===== src/rtl/vga_timing_pkg.sv =====
// Shared 640x480@60 timing constants and coordinate/colour types for the VGA
// timing generator and its axis counters.
package vga_timing_pkg;

    localparam int unsigned H_ACTIVE = 640;
    localparam int unsigned H_FP     = 16;
    localparam int unsigned H_SYNC   = 96;
    localparam int unsigned H_BP     = 48;
    localparam int unsigned H_TOTAL  = H_ACTIVE + H_FP + H_SYNC + H_BP;

    localparam int unsigned V_ACTIVE = 480;
    localparam int unsigned V_FP     = 10;
    localparam int unsigned V_SYNC   = 2;
    localparam int unsigned V_BP     = 33;
    localparam int unsigned V_TOTAL  = V_ACTIVE + V_FP + V_SYNC + V_BP;

    localparam int unsigned H_SYNC_START = H_ACTIVE + H_FP;
    localparam int unsigned H_SYNC_END   = H_SYNC_START + H_SYNC;
    localparam int unsigned V_SYNC_START = V_ACTIVE + V_FP;
    localparam int unsigned V_SYNC_END   = V_SYNC_START + V_SYNC;

    typedef logic [9:0] coord_t;
    typedef logic [2:0] rgb3_t;

endpackage


===== src/rtl/vga_axis_counter.sv =====
// One timing axis (horizontal or vertical): wrapping position counter plus
// registered sync and active flags computed from the next count value.
module vga_axis_counter
    import vga_timing_pkg::*;
#(
    parameter int unsigned ACTIVE = H_ACTIVE,
    parameter int unsigned FP     = H_FP,
    parameter int unsigned SYNC   = H_SYNC,
    parameter int unsigned BP     = H_BP
) (
    input  logic   clk,
    input  logic   rst_n,
    input  logic   enable,
    output coord_t count,
    output coord_t count_next,
    output logic   wrap,
    output logic   sync_n,
    output logic   active
);

    localparam int unsigned TOTAL = ACTIVE + FP + SYNC + BP;
    localparam coord_t LAST_C       = coord_t'(TOTAL - 1);
    localparam coord_t ACTIVE_C     = coord_t'(ACTIVE);
    localparam coord_t SYNC_START_C = coord_t'(ACTIVE + FP);
    localparam coord_t SYNC_END_C   = coord_t'(ACTIVE + FP + SYNC);

    coord_t count_q, count_d;
    logic   sync_n_q, sync_n_d;
    logic   active_q, active_d;

    // Any value at or beyond the last position is a wrap point, so a corrupted
    // counter recovers on its next enabled cycle.
    always_comb begin
        wrap     = enable && (count_q >= LAST_C);
        count_d  = count_q;
        if (enable) begin
            count_d = (count_q >= LAST_C) ? '0 : count_q + coord_t'(1);
        end
        sync_n_d = !((count_d >= SYNC_START_C) && (count_d < SYNC_END_C));
        active_d = (count_d < ACTIVE_C);
    end

    always_ff @(posedge clk or negedge rst_n) begin
        if (!rst_n) begin
            count_q  <= '0;
            sync_n_q <= 1'b1;
            active_q <= 1'b1;
        end else begin
            count_q  <= count_d;
            sync_n_q <= sync_n_d;
            active_q <= active_d;
        end
    end

    assign count      = count_q;
    assign count_next = count_d;
    assign sync_n     = sync_n_q;
    assign active     = active_q;

endmodule


===== src/rtl/hvsync_generator.sv =====
// 640x480@60 VGA timing generator with a registered colour-bar test pattern.
// Define HVSYNC_CHECKER_EN to overlay 32-line bands that invert the bar colours.
module hvsync_generator
    import vga_timing_pkg::*;
(
    input  logic   clk,
    input  logic   rst_n,
    output logic   vga_h_sync,
    output logic   vga_v_sync,
    output logic   inDisplayArea,
    output coord_t CounterX,
    output coord_t CounterY,
    output rgb3_t  pixel
);

    localparam coord_t H_ACTIVE_C = coord_t'(H_ACTIVE);
    localparam coord_t V_ACTIVE_C = coord_t'(V_ACTIVE);

    coord_t x_next, y_next;
    logic   h_wrap, v_wrap_unused;
    logic   h_active, v_active;
    rgb3_t  pixel_q, pixel_d;
    rgb3_t  pattern;

    vga_axis_counter #(
        .ACTIVE (H_ACTIVE),
        .FP     (H_FP),
        .SYNC   (H_SYNC),
        .BP     (H_BP)
    ) u_h (
        .clk        (clk),
        .rst_n      (rst_n),
        .enable     (1'b1),
        .count      (CounterX),
        .count_next (x_next),
        .wrap       (h_wrap),
        .sync_n     (vga_h_sync),
        .active     (h_active)
    );

    vga_axis_counter #(
        .ACTIVE (V_ACTIVE),
        .FP     (V_FP),
        .SYNC   (V_SYNC),
        .BP     (V_BP)
    ) u_v (
        .clk        (clk),
        .rst_n      (rst_n),
        .enable     (h_wrap),
        .count      (CounterY),
        .count_next (y_next),
        .wrap       (v_wrap_unused),
        .sync_n     (vga_v_sync),
        .active     (v_active)
    );

    // Pattern is taken from the next coordinates so the registered pixel lines
    // up with the counter values it is presented alongside.
    always_comb begin
`ifdef HVSYNC_CHECKER_EN
        pattern = x_next[8:6] ^ {3{y_next[5]}};
`else
        pattern = x_next[8:6];
`endif
        pixel_d = '0;
        if ((x_next < H_ACTIVE_C) && (y_next < V_ACTIVE_C)) begin
            pixel_d = pattern;
        end
    end

    always_ff @(posedge clk or negedge rst_n) begin
        if (!rst_n) begin
            pixel_q <= '0;
        end else begin
            pixel_q <= pixel_d;
        end
    end

    assign inDisplayArea = h_active && v_active;
    assign pixel         = pixel_q;

endmodule


===== config.mk =====
export PLATFORM = sky130hd
export DESIGN_NAME = hvsync_generator
export DESIGN_NICKNAME = d
export VERILOG_FILES = /design/src/rtl/vga_timing_pkg.sv /design/src/rtl/vga_axis_counter.sv /design/src/rtl/hvsync_generator.sv
export SDC_FILE = /design/constraint.sdc
export NUM_CORES = 1
export LEC_CHECK = 0
export CAP_MARGIN = 30
export CORE_MARGIN = 2
export CORE_UTILIZATION = 30
export DETAILED_ROUTE_END_ITERATION = 8
export DONT_BUFFER_PORTS = 1
export PLACE_DENSITY = 0.44
export SYNTH_ARGS = -nofsm -noshare
export SYNTH_HDL_FRONTEND = slang
export SYNTH_SLANG_ARGS = --single-unit

===== constraint.sdc =====
create_clock -name clk -period 2.1 [get_ports clk]
set_input_delay 0.42 -clock clk [delete_from_list [all_inputs] [get_ports clk]]
set_output_delay 0.42 -clock clk [all_outputs]
set_load 0.03 [all_outputs]

Word level (Yosys, flattened, before mapping). Index checks and enable logic that the tools add are counted.

Register bits: 27. Latch bits: 0. Memory bits (writable): 0. ROM bits: 0. Input bits: 2. Output and inout port bits: 26. Memories kept: 0.

$add $sub $neg: 2. $mul: 0. Divide/modulo/power cells: 0. $lt $le $gt $ge: 8. Equality and inequality tests: 0. Shift operators: 0. Multiplexer cells: 4. Bitwise operators: 0. Reduce and logical (&&, ||, !) cells: 6.

Operators by type and width (number): $ge A10 B10 Y1 const B (3); $mux W10 (3); $add A10 B1 Y10 const B (2); $lt A10 B10 Y1 const B (2); $lt A10 B9 Y1 const B (2); $ge A10 B9 Y1 const B (1); $logic_and A1 B1 Y1 (4); $mux W3 (1); $logic_not A1 Y1 (2).

Longest topological paths before layout.
Depth after elaboration: 6. Depth in mapped cells: 7. Mapped depth without buffers: 7.

By module. A second synthesis with hierarchy kept.

Cells, all modules: 159. Area total of the unflattened synthesis: 1592.8 um^2.

Modules (own cells, without submodules): vga_axis_counter (u_h) (times used 1, cells an instance 86, area an instance 824.5 um^2); vga_axis_counter (u_v) (times used 1, cells an instance 63, area an instance 636.9 um^2); hvsync_generator (times used 1, cells an instance 10, area an instance 131.4 um^2).

Worst setup path after synthesis. No wires, ideal clock.

Kind: reg2reg. Start: register u_v.count_q[6], in the netlist u_v.count[6]. End: register u_v.sync_n_q, in the netlist u_v.sync_n. Setup time: 0.101 ns. Arrival: 2.217 ns. Required time: 1.999 ns. Setup slack: -0.218 ns. Cell stages (with the launch flop): 7. Path buffers: 1. Path through: dfrtp_1 or4_4 o31a_1 buf_6 or4_4 a31oi_1 o2111ai_1.

Cells in the longest elaborated chain, start to end: 6. Elaborated cells between the ends (all ways): 8. Classes of those cells: add/sub (1); order compare (3); mux (2); reduce/logical (2).

Ends and longest elaborated chain: start: declaration (line vga_axis_counter.sv:27) `coord_t count_q, count_d;`; start signal: assignment (line vga_axis_counter.sv:49) `count_q <= count_d;`; $add A10 B1 Y10 or $ge A10 B10 Y1 (tied branches) (line vga_axis_counter.sv:37) `count_d = (count_q >= LAST_C) ? '0 : count_q + coord_t'(1);`; $mux W10 (line vga_axis_counter.sv:37); $mux W10 (*) (line vga_axis_counter.sv:36) `if (enable) begin`; $ge A10 B9 Y1 or $lt A10 B9 Y1 (tied branches) (line vga_axis_counter.sv:39) `sync_n_d = !((count_d >= SYNC_START_C) && (count_d < SYNC_END_C));`; $logic_and A1 B1 Y1 (*) (line vga_axis_counter.sv:39); $logic_not A1 Y1 (*) (line vga_axis_counter.sv:39); via u_v.sync_n_d (line vga_axis_counter.sv:28) `logic sync_n_q, sync_n_d;`; end signal: assignment (line vga_axis_counter.sv:50) `sync_n_q <= sync_n_d;`; end: declaration (line vga_axis_counter.sv:28).

The timed path passes the listed nets; every way through them passes the cells marked *.

Worst setup path in the final report.
Start: register u_v.count_q[5], in the netlist u_v.count[5]. End: register u_v.sync_n_q, in the netlist u_v.sync_n.

Same word-level chain as after synthesis.

==> flow_summary.toml <==
[status]
status = "finished, violations left"
failed_checks = "negative setup slack"

[setup_path]
critPathLaunchType = "register"
cp_slowest_cell = "or4_4"
cp_slowest_stage_delay_ns = 0.54
cpMostUsedCell = "or4_4"
end_kind = "register"
path_cells = "or4_4, o31a_1, or4_4, a31oi_1, o2111ai_1"
crit_required_ns = 2.28
r2r_slack_ns = -0.008
cp_max_fo = 4
worst-setup-path-type = "register to register"
crit_arrival_ns = 2.29
rr_worst_depth = 5

[synthesis]
ys.flop_type = "dfrtp_1"
ys_warn_count = 0
syn_nets = 168
synth_edf_count = 0
synth_top_cell_by_area = "dfrtp_1"
synth-async-reset-ratio_pct = 100
synth_top_area_share_pct = 37.9
netlist_instances = 163
synth.distinct_cells = 44
syn_avg_cell_area_um2 = 9.31
synth_common_cells = "dfrtp_1, nand2_1, nor2_1"
netlist_top_cells_area = "dfrtp_1, dfstp_2, nand2_1"
mappedNetlistArea_um2 = 1520
ys_seq_elements = 27
yosysMostFrequentCell = "dfrtp_1"
synth_seq_area_share_pct = 44.8

[route]
wl_per_cell_um = 15.5
ant_nets = 0
firstDrtPassIters = 4
vias = 1367
drt_iter0_markers = 81
viasPerCell = 5.20
wl_um = 4080
drc = 0

[clock_network]
cts_tree = "built"
worst_skew_pair.late_latency_ns = 0.27
cts_root_buf = "clkbuf_8"
cts_max_path_buffers = 2
clkTransAtPathRegs_ns = 0.09
numCtsBuffers = 3
h-tree-depth = 1
cts.sinks = 27

[sta]
fmax_mhz = 474
period_needed_ns = 2.11
hold-worst-slack_ns = 0.577
setup_viol = 1
rsz0062_at_grt = "true"
setup_ws_ns = -0.00776
finalMaxSlewViolations = 0
period_share_pct = 100
worstMarginPinSlew_ns = 0.401
slew_headroom_pct = 73.1
hold_violations = 0
fin_skew_ns = 0.00174

[cells_and_area]
syn2layout_area_growth_pct = 29.3
drive_above_1_share_pct = 31.1
final_nets = 202
utilization_pct = 41.0
n_antenna_cell = 0
finalNonFillerCells = 263

[grt]
antenna_found_initial = 0
grt_overflow = 0
grt_usage_pct = 16.0
grt_start_max_net_pins = 28
first_global_vias = 1415
grt_first_pass_wirelength_um = 6890

[power_and_ir_drop]
p_comb_share_pct = 1.9
sequentialPowerShare_pct = 62.0
clkPwrFrac_pct = 36.1
power.density_nw_per_um2 = 427
cell_internal_pwr_uw = 661
power_leakage_nw = 0.831
switchingPower_uw = 178
vdd_ir_drop_max_v = 0.000205
netSwitchingFraction_pct = 21.2

[place]
port_buffers = 0
dp_hpwl_um = 3050
place_inst = 257
pre_cts_ws_ns = -0.0353
gp_congestion = 0.848

[die]
die_y_um = 75.1
die_w_um = 75.1
core_um2 = 4790
num_io_pins = 28
core.rowCount = 25
die_area_um2 = 5640
initial_utilization_pct = 31.7

[worst_hold_path]
hp-class = "input port to async pin"

[flow_run]
drv_cap = 0
## final timing paths
path	start	endpoint
setup reg to reg	u_v.count[5]$_DFF_PN0_	u_v.sync_n$_DFF_PN1_
hold reg to reg	u_v.count[1]$_DFF_PN0_	u_v.count[1]$_DFF_PN0_
setup / recovery	u_v.count[5]$_DFF_PN0_	u_v.sync_n$_DFF_PN1_
hold / removal	rst_n	u_h.count[6]$_DFF_PN0_
max in group asynchronous	rst_n	u_v.sync_n$_DFF_PN1_
min in group clk	u_v.count[1]$_DFF_PN0_	u_v.count[1]$_DFF_PN0_
## critical path: cells and delay by family (launching register included)
kind	cells	cell delay [ns]
simple gates	2	0.97
compound gates	3	0.64
flops	1	0.41
## through the flow
step                      instance area [µm²]  total power [mW]  setup TNS [ns]
final                                    1960             0.839        -0.00776
after global routing                     1960             0.875          -0.170
after CTS                                1940             0.856         -0.0286
after detailed placement                 1840             0.530         -0.0683
after global placement                   1840             0.530               0
after floorplan                          1530             0.530          -0.416
## flip-flops by register name (all words and copies together), names as in the netlist
name	count
pixel	3
u_h.active	1
u_h.sync_n	1
u_v.count	10
u_v.sync_n	1
u_v.active	1
u_h.count	10
## placed cells by master (no fill, tap or decap), types with 4 or more instances in the layout
cell	n
nor2_1	11
dfstp_2	4
nor3_1	4
o21ai_0	10
nand4_1	4
inv_1	7
xnor2_1	5
nand2_1	17
nand3_1	10
and3_1	4
o31ai_1	4
dfrtp_2	5
buf_4	36
a31oi_1	4
dfrtp_1	18
and2_1	4
## power groups by stage
stage	clock (mW)	sequential [mW]	combinational, mW
final	0.303	0.520	0.0160
after CTS	0.319	0.520	0.0172
after global placement	0	0.530	0.000000448
after detailed placement	0	0.530	0.000000448
after global routing	0.336	0.520	0.0186
after floorplan	0	0.530	0.000000284
## layout make-up
type,instances,area (µm²)
fillers,498,2820
multi-input cells,119,808
flip-flops and latches,27,687
repair buffers,39,312
well taps,67,83.8
clock buffers,4,45.0
inverters,7,26.3
## logic make-up after synthesis
logic type	count (synthesis)	share of synthesized area, %
AOI/OAI and AO/OA	41	19.2
xor gates and xnor gates	7	4.04
adders and majority gates	3	2.47
buffers and inverters	17	4.86
DFF	27	44.8
and+or+nand+nor	68	24.6
## repair_timing
action / CTS / global route
resized for setup: 3 / 5
buffers inserted: 0 / 0
hold buffers: 2 / 0
endpoints found under the hold margin: 27 / 0
pin swaps: 3 / 2
endpoints found under the setup margin: 5 / 5
## routing by layer
metal  share of wire [%]  vias to the layer above  wire length [µm]  GRT usage [%]
li1                    -                      667                 -              -
met1                  49                      663              2020           23.0
met2                  45                       33              1840           24.6
met3                 4.9                        4               202           2.81
met4                0.76                        0                31           4.56
met5                   0                        -                 0              0
Power figures use the tool's default switching activity.
